**src/rtl/regfile_dump_ctrl.sv**
```systemverilog
// Debug dump sequencer: borrows the register file rs read port and streams every register
// out as bytes, MSB first, over a valid/ready handshake to the debug UART transmitter.
module regfile_dump_ctrl #(
    parameter int unsigned NUM_REGS = 32,
    parameter int unsigned ADDR_W   = 5,
    parameter int unsigned DATA_W   = 32,
    parameter int unsigned BYTE_W   = 8
) (
    input  logic              clk,
    input  logic              i_reset,
    input  logic              i_dump_start,
    input  logic [ADDR_W-1:0] i_pipe_addr_rs,
    input  logic [DATA_W-1:0] i_rf_data_rs,
    input  logic              i_tx_ready,
    output logic [ADDR_W-1:0] o_rf_addr_rs,
    output logic              o_pipe_stall,
    output logic [BYTE_W-1:0] o_tx_data,
    output logic              o_tx_valid,
    output logic              o_busy,
    output logic              o_done
);

    localparam int unsigned NumBytes = DATA_W / BYTE_W;
    localparam int unsigned CntW     = (NumBytes > 1) ? $clog2(NumBytes) : 1;

    localparam logic [CntW-1:0]   LastByte = CntW'(NumBytes - 1);
    localparam logic [ADDR_W-1:0] LastPtr  = ADDR_W'(NUM_REGS - 1);

    typedef enum logic [1:0] {
        StIdle,
        StRead,
        StSend,
        StDone
    } state_e;

    state_e            state_q, state_d;
    logic [ADDR_W-1:0] ptr_q, ptr_d;
    logic [CntW-1:0]   byte_cnt_q, byte_cnt_d;
    logic [DATA_W-1:0] shift_q, shift_d;

    always_ff @(posedge clk) begin
        if (i_reset) begin
            state_q    <= StIdle;
            ptr_q      <= '0;
            byte_cnt_q <= '0;
            shift_q    <= '0;
        end else begin
            state_q    <= state_d;
            ptr_q      <= ptr_d;
            byte_cnt_q <= byte_cnt_d;
            shift_q    <= shift_d;
        end
    end

    always_comb begin
        state_d    = state_q;
        ptr_d      = ptr_q;
        byte_cnt_d = byte_cnt_q;
        shift_d    = shift_q;
        o_tx_valid = 1'b0;
        o_tx_data  = '0;
        o_done     = 1'b0;

        unique case (state_q)
            StIdle: begin
                if (i_dump_start) begin
                    ptr_d   = '0;
                    state_d = StRead;
                end
            end

            // Register file output for ptr_q settles on negedge, so it is valid at this edge.
            StRead: begin
                shift_d    = i_rf_data_rs;
                byte_cnt_d = '0;
                state_d    = StSend;
            end

            StSend: begin
                o_tx_valid = 1'b1;
                o_tx_data  = shift_q[DATA_W-1 -: BYTE_W];
                if (i_tx_ready) begin
                    shift_d    = shift_q << BYTE_W;
                    byte_cnt_d = byte_cnt_q + 1'b1;
                    if (byte_cnt_q == LastByte) begin
                        if (ptr_q == LastPtr) begin
                            state_d = StDone;
                        end else begin
                            ptr_d   = ptr_q + 1'b1;
                            state_d = StRead;
                        end
                    end
                end
            end

            StDone: begin
                o_done  = 1'b1;
                state_d = StIdle;
            end

            default: state_d = StIdle;
        endcase
    end

    // Outside a dump the rs port is transparent to the pipeline.
    assign o_rf_addr_rs = (state_q == StIdle) ? i_pipe_addr_rs : ptr_q;
    assign o_busy       = (state_q != StIdle);
    assign o_pipe_stall = o_busy;

endmodule

```
**config.mk**
```make
export PLATFORM = sky130hd
export DESIGN_NAME = regfile_dump_ctrl
export DESIGN_NICKNAME = d
export VERILOG_FILES = /design/src/rtl/regfile_dump_ctrl.sv
export SDC_FILE = /design/constraint.sdc
export NUM_CORES = 1
export LEC_CHECK = 0
export ABC_AREA = 1
export BUFFER_PORTS_ARGS = -buffer_cell sky130_fd_sc_hd__buf_2
export CORE_MARGIN = 10
export CORE_UTILIZATION = 38
export DETAILED_ROUTE_END_ITERATION = 10
export PLACE_DENSITY = 0.63
export SLEW_MARGIN = 20
export SYNTH_ARGS = -nofsm -noshare
export SYNTH_HDL_FRONTEND = slang
export SYNTH_SLANG_ARGS = --single-unit
```
**constraint.sdc**
```tcl
create_clock -name clk -period 3.1 [get_ports clk]
set_input_delay 0.62 -clock clk [delete_from_list [all_inputs] [get_ports clk]]
set_output_delay 0.62 -clock clk [all_outputs]
set_load 0.05 [all_outputs]
```
==> flow_metrics.tcl, run 1 <==
set metrics [dict create \
    status "complete, no violations" \
    ys_types 24 \
    fmax_mhz 435 \
    chipHeight_um 95.7 \
    finalHoldViolCount 0 \
    vias 2047 \
    grt_max_degree 40 \
    finalNonFillerCells 444 \
    slowest_delay_ns 0.56 \
    path_class "reg2out" \
    final_common_cell "nand2_1" \
    antenna_left 0 \
    cts_buffer_depth 2 \
    grt_use_total_pct 12.1 \
    grt_pass1_vias 2057 \
    finalSetupTns_ns 0 \
    synth_nets 367 \
    power_leakage_nw 1.23 \
    power.density_nw_per_um2 484 \
    cp_top_family "flip-flops" \
    area_growth_pct 15.2 \
    hp-class "reg2reg" \
    grt-ovfl-total 0 \
    irDropWorstVdd_v 0.000218 \
    syn-mean-instance-area_um2 6.74 \
    drc 0 \
    setup_viol 0 \
    cts_max_level 2 \
    crit_fanout 39 \
    cp.required_ns 2.48 \
    worst_slew_pin_slew_ns 0.684 \
    n_fill_cell 615 \
    core-area_um2 5540 \
    critPathArrivalTime_ns 1.68 \
    clkTransAtPathRegs_ns 0.08 \
    drive_gt1_share_pct 26.1 \
    first_pass_iters 4 \
    clock-sinks 41 \
    relSlewSlack_pct 54.3 \
    endpoint_kind "output port" \
    chipWidth_um 95.7 \
    period_needed_ns 2.30 \
    nets 416 \
    cts_tree "done" \
    viasPerCell 4.61 \
    rsz0062_at_grt "false" \
    routed_wirelength_um 5190 \
    slew_violations 0 \
    dp_cells 437 \
    slowest_stage "dfxtp_1" \
    antenna_found_initial 0 \
    dp_hpwl_um 3790 \
    syn-cell-area_um2 2180 \
    cts_buffers 5 \
    rows 27 \
    startpoint_type "register" \
    yosys_warnings 0 \
    start_util_pct 39.3 \
    wire_per_inst_um 11.7 \
    post_cts_buffers 0 \
    cap_violations 0 \
    crit_chain "nand2_4 > nor2_1 > buf_2" \
    dieArea_um2 9150 \
    cts_resized 0 \
    clock_latency_ns 0.29 \
    gp_routability_congestion 0.810 \
    layout_common_cells "nand2_1, buf_2, dfxtp_1" \
    postSynthCellCount 323 \
    port_buffers 57 \
    ys_ff_latch 41 \
    cts_root_buffer "clkbuf_8" \
    io_pins 58 \
    antenna_cells 0 \
    fin_skew_ns 0.00762 \
    hold_buffers 0 \
    path_buf_inv 1 \
    grt_pass1_wl_um 9110 \
    yosysSeqAreaShare_pct 37.7 \
    fin_crit_sh_pct 74.2 \
    drtIter0Drc 92 \
]
## cell families after synthesis
logic type	synth area share, %
simple gates	37.9
compound gates	11.4
flops	37.7
buf+inv	11.3
fa+ha+maj	1.73
## power by group
group | internal (mW) | switching, mW
combinational | 0.0832 | 0.183
clock | 0.177 | 0.178
sequential | 0.568 | 0.0247
## worst min-delay path, delay by kind of cell, from the launching register on
kind,cells,cell delay (ns)
AOI/OAI and AO/OA,1,0.05
DFF,1,0.31
and+or+nand+nor,1,0.06
## per-layer routing
metal  track usage [%]  vias up  part of all wire (%)
li1                  -     1094                     -
met5                 0        -                     0
met2              20.2       54                    45
met4              3.93        0                  0.66
met3              4.79        4                   8.6
met1              13.9      895                    46
## through the flow
step	util, %	hold WS [ns]	setup WS [ns]	power (mW)	instance area [um2]
after floorplan	-	0.429	0.785	0.824	2180
after global placement	43.7	0.450	1.11	0.871	2420
after detailed placement	43.7	0.454	1.11	0.874	2420
after CTS	45.2	0.467	0.778	1.23	2510
after global routing	45.2	0.492	0.633	1.29	2510
final	45.2	0.465	0.801	1.21	2510
## sequential cells by signal (all words and copies together), names as in the netlist
name	flops
byte_cnt_q	2
ptr_q	5
shift_q	32
state_q	2
## synthesized netlist by cell type
library cell | count | area [um2]
o21ai_4 | 1 | 16.3
a31oi_1 | 1 | 6.26
nand2_4 | 1 | 11.3
buf_4 | 3 | 22.5
o21ai_0 | 8 | 40.0
clkbuf_1 | 2 | 7.51
inv_1 | 20 | 75.1
nand4_1 | 1 | 6.26
dfxtp_1 | 41 | 821
nor2_1 | 39 | 146
nor2_8 | 1 | 20.0
nand3_1 | 6 | 30.0
inv_8 | 1 | 11.3
nor2_4 | 1 | 11.3
buf_2 | 3 | 15.0
clkbuf_4 | 2 | 15.0
ha_1 | 3 | 37.5
o21ai_1 | 19 | 95.1
nand2_1 | 118 | 443
inv_4 | 2 | 12.5
buf_6 | 5 | 56.3
nor2_2 | 25 | 156
buf_8 | 2 | 30.0
a21oi_1 | 18 | 90.1
## final timing paths
| check | depth (start not counted) | start | slack, ns | to |
|---|---|---|---|---|
| setup / recovery | 3 | state_q[1] | 0.80 | o_tx_data[7] |
| hold / removal | 2 | shift_q[5] | 0.47 | shift_q[5] |
| setup reg to reg | 5 | state_q[1] | 1.12 | shift_q[14] |
| hold reg to reg | 2 | shift_q[5] | 0.47 | shift_q[5] |
## layout make-up
cell class,count,area [um2],share of cell area [%]
timing repair buffer,59,300,12.0
multi-input combinational,242,1110,44.3
sequential,41,821,32.8
clock buffer,7,86.3,3.44
tap,72,90.1,3.59
inverter,23,98.8,3.94
Note: power is estimated with default switching activity, not from simulation.
==> inputs of run 2 (changes only) <==
clock period = 2.3 ns   (was 3.1 ns; I/O delays follow)
==> run 2 against run 1 <==
  * Cell area barely moved
  * Hold slack got worse by 0.052 ns
  * Sequential share of layout area barely moved
  * Total power rose by 33%
  * Worst setup slack got worse by 0.59 ns
  * Combinational power rose by 35%
  * Critical endpoint is now o_tx_data[5]
  * Critical path type unchanged
  * Via count fell by 3.3%
  * Sequential power rose by 35%
  * Clock-buffer cell count rose by 1
  * Clock skew fell by 0.0030 ns
  * First-iteration DRC count fell by 8.7%
==> flow_metrics.tcl, run 2 (synthesis gave the netlist of run 1 again) <==
set metrics [dict create \
    status "complete, no violations" \
    dieArea_um2 9150 \
    r2r_slack_ns 0.43 \
    fin_crit_sh_pct 91.0 \
    path_class "reg2out" \
    first_pass_iters 4 \
    power_mw 1.61 \
    largest_register "shift_q" \
    cts_buffers 5 \
    grt-ovfl-total 0 \
    slowest_stage "dfxtp_1" \
    grt_use_total_pct 11.8 \
    fin_ws_ns 0.208 \
    nets 417 \
    p_sw_share_pct 32.1 \
    hold_path_depth 3 \
    antenna_left 0 \
    power.density_nw_per_um2 644 \
    antenna_found_initial 0 \
    slew_violations 0 \
    crit_fanout 39 \
    met2_usage_pct 19.1 \
    finalSetupTns_ns 0 \
    drc 0 \
    seq_power_share_pct 49.5 \
    rows 27 \
    clkPwrFrac_pct 28.1 \
    worst_slew_pin_slew_ns 0.685 \
    layout_common_cells "nand2_1, buf_2, dfxtp_1" \
    wire_per_inst_um 11.6 \
    grt_pass1_wl_um 8850 \
    routed_wirelength_um 5170 \
    pre_cts_ws_ns 0.439 \
    use_met3_pct 4.56 \
    dp_hpwl_um 3770 \
    min_to "shift_q[1]" \
    clock-sinks 41 \
    fin_skew_ns 0.00459 \
    reg_top3 "shift_q x32, ptr_q x5" \
    io_pins 58 \
    hp-class "in2reg" \
    chipHeight_um 95.7 \
    grt_pass1_vias 1925 \
    drive_gt1_share_pct 25.9 \
    core-area_um2 5540 \
    clkTransAtPathRegs_ns 0.08 \
    final_common_cell "nand2_1" \
    combPwrFrac_pct 22.4 \
    port_buffers 57 \
    largest_reg_flops 32 \
    chipWidth_um 95.7 \
    viasPerCell 4.44 \
    cts_root_buffer "clkbuf_8" \
    crit_chain "nand2_4 > nor2_1 > buf_2" \
    hp-start "i_rf_data_rs[1]" \
    finalHoldViolCount 0 \
    endpoint_kind "output port" \
    post_cts_buffers 0 \
    fmax_mhz 478 \
    power.switching_mw 0.518 \
    area_growth_pct 15.2 \
    rsz0062_at_grt "false" \
    vias 1980 \
    cts_resized 0 \
    cts_max_level 2 \
    power_leakage_nw 1.23 \
    cts_buffer_depth 2 \
    rr_startpoint "state_q[1]" \
    antenna_cells 0 \
    drtIter0Drc 84 \
    clock_latency_ns 0.29 \
    cts_tree "done" \
    slowest_delay_ns 0.56 \
    r2r_end "shift_q[25]" \
    cap_violations 0 \
    hold_buffers 0 \
    setup_viol 0 \
    start_util_pct 39.3 \
    p_int_mw 1.10 \
    use_met1_pct 14.4 \
    gp_routability_congestion 0.809 \
    relSlewSlack_pct 54.3 \
    grt_max_degree 40 \
    startpoint_type "register" \
    r2r_cells 5 \
    critPathArrivalTime_ns 1.63 \
    period_needed_ns 2.09 \
    irDropWorstVdd_v 0.000318 \
    cp.required_ns 1.84 \
    grt.busiest_layer "met2" \
]
run 2: changes by cell type in the layout (fill, tap and decap cells not counted), sizes merged:
cell / change
buf: +1
clkbuf: +1
run 2: metrics by stage:
step                hold WS (ns)  util [%]  instance area (um2)  std cells
finish                     0.414      45.3                 2510        446
detailed placement         0.454      43.8                 2430        438
floorplan                  0.429         -                 2180        323
global placement           0.452      43.8                 2430        438
global route               0.420      45.3                 2510        446
CTS                        0.411      45.3                 2510        446
run 2: worst max-delay path by stage:
stage | from | end | slack (ns) | cells past startpoint
2_1_floorplan | state_q[0] | o_rf_addr_rs[2] | 0.15 | 2
3_3_place_gp | state_q[1] | shift_q[18] | 0.47 | 5
3_5_place_dp | state_q[1] | shift_q[5] | 0.44 | 5
4_1_cts | state_q[1] | o_tx_data[5] | 0.18 | 3
5_1_grt | state_q[1] | o_tx_data[0] | 0.07 | 3
6_report | state_q[1] | o_tx_data[5] | 0.21 | 3
run 2: final cells by class:
cell class / instances / area [um2]
tap: 72 / 90.1
sequential: 41 / 821
multi-input combinational: 242 / 1110
timing repair buffer: 60 / 308
fill: 628 / 3030
inverter: 23 / 98.8
clock buffer: 8 / 80.1
run 2: power groups by stage:
stage	Sequential, mW	Clock (mW)	Combinational, mW
2_1_floorplan	0.804	0	0.306
3_3_place_gp	0.814	0	0.363
3_5_place_dp	0.816	0	0.366
4_1_cts	0.800	0.461	0.367
5_1_grt	0.808	0.495	0.412
6_report	0.799	0.453	0.361
run 2: worst max-delay path: cells and delay by family (launching register included):
kind / cells / cell delay [ns]
and+or+nand+nor: 2 / 0.49
DFF: 1 / 0.56
buffers and inverters: 1 / 0.28
run 2: per-layer routing:
metal  vias to the layer above  share of wire [%]  routed length (um)
li1                       1096                  -                   -
met1                       837                 48                2490
met2                        43                 42                2170
met3                         4                8.9                 461
met4                         0               0.74                  38
met5                         -                  0                   0
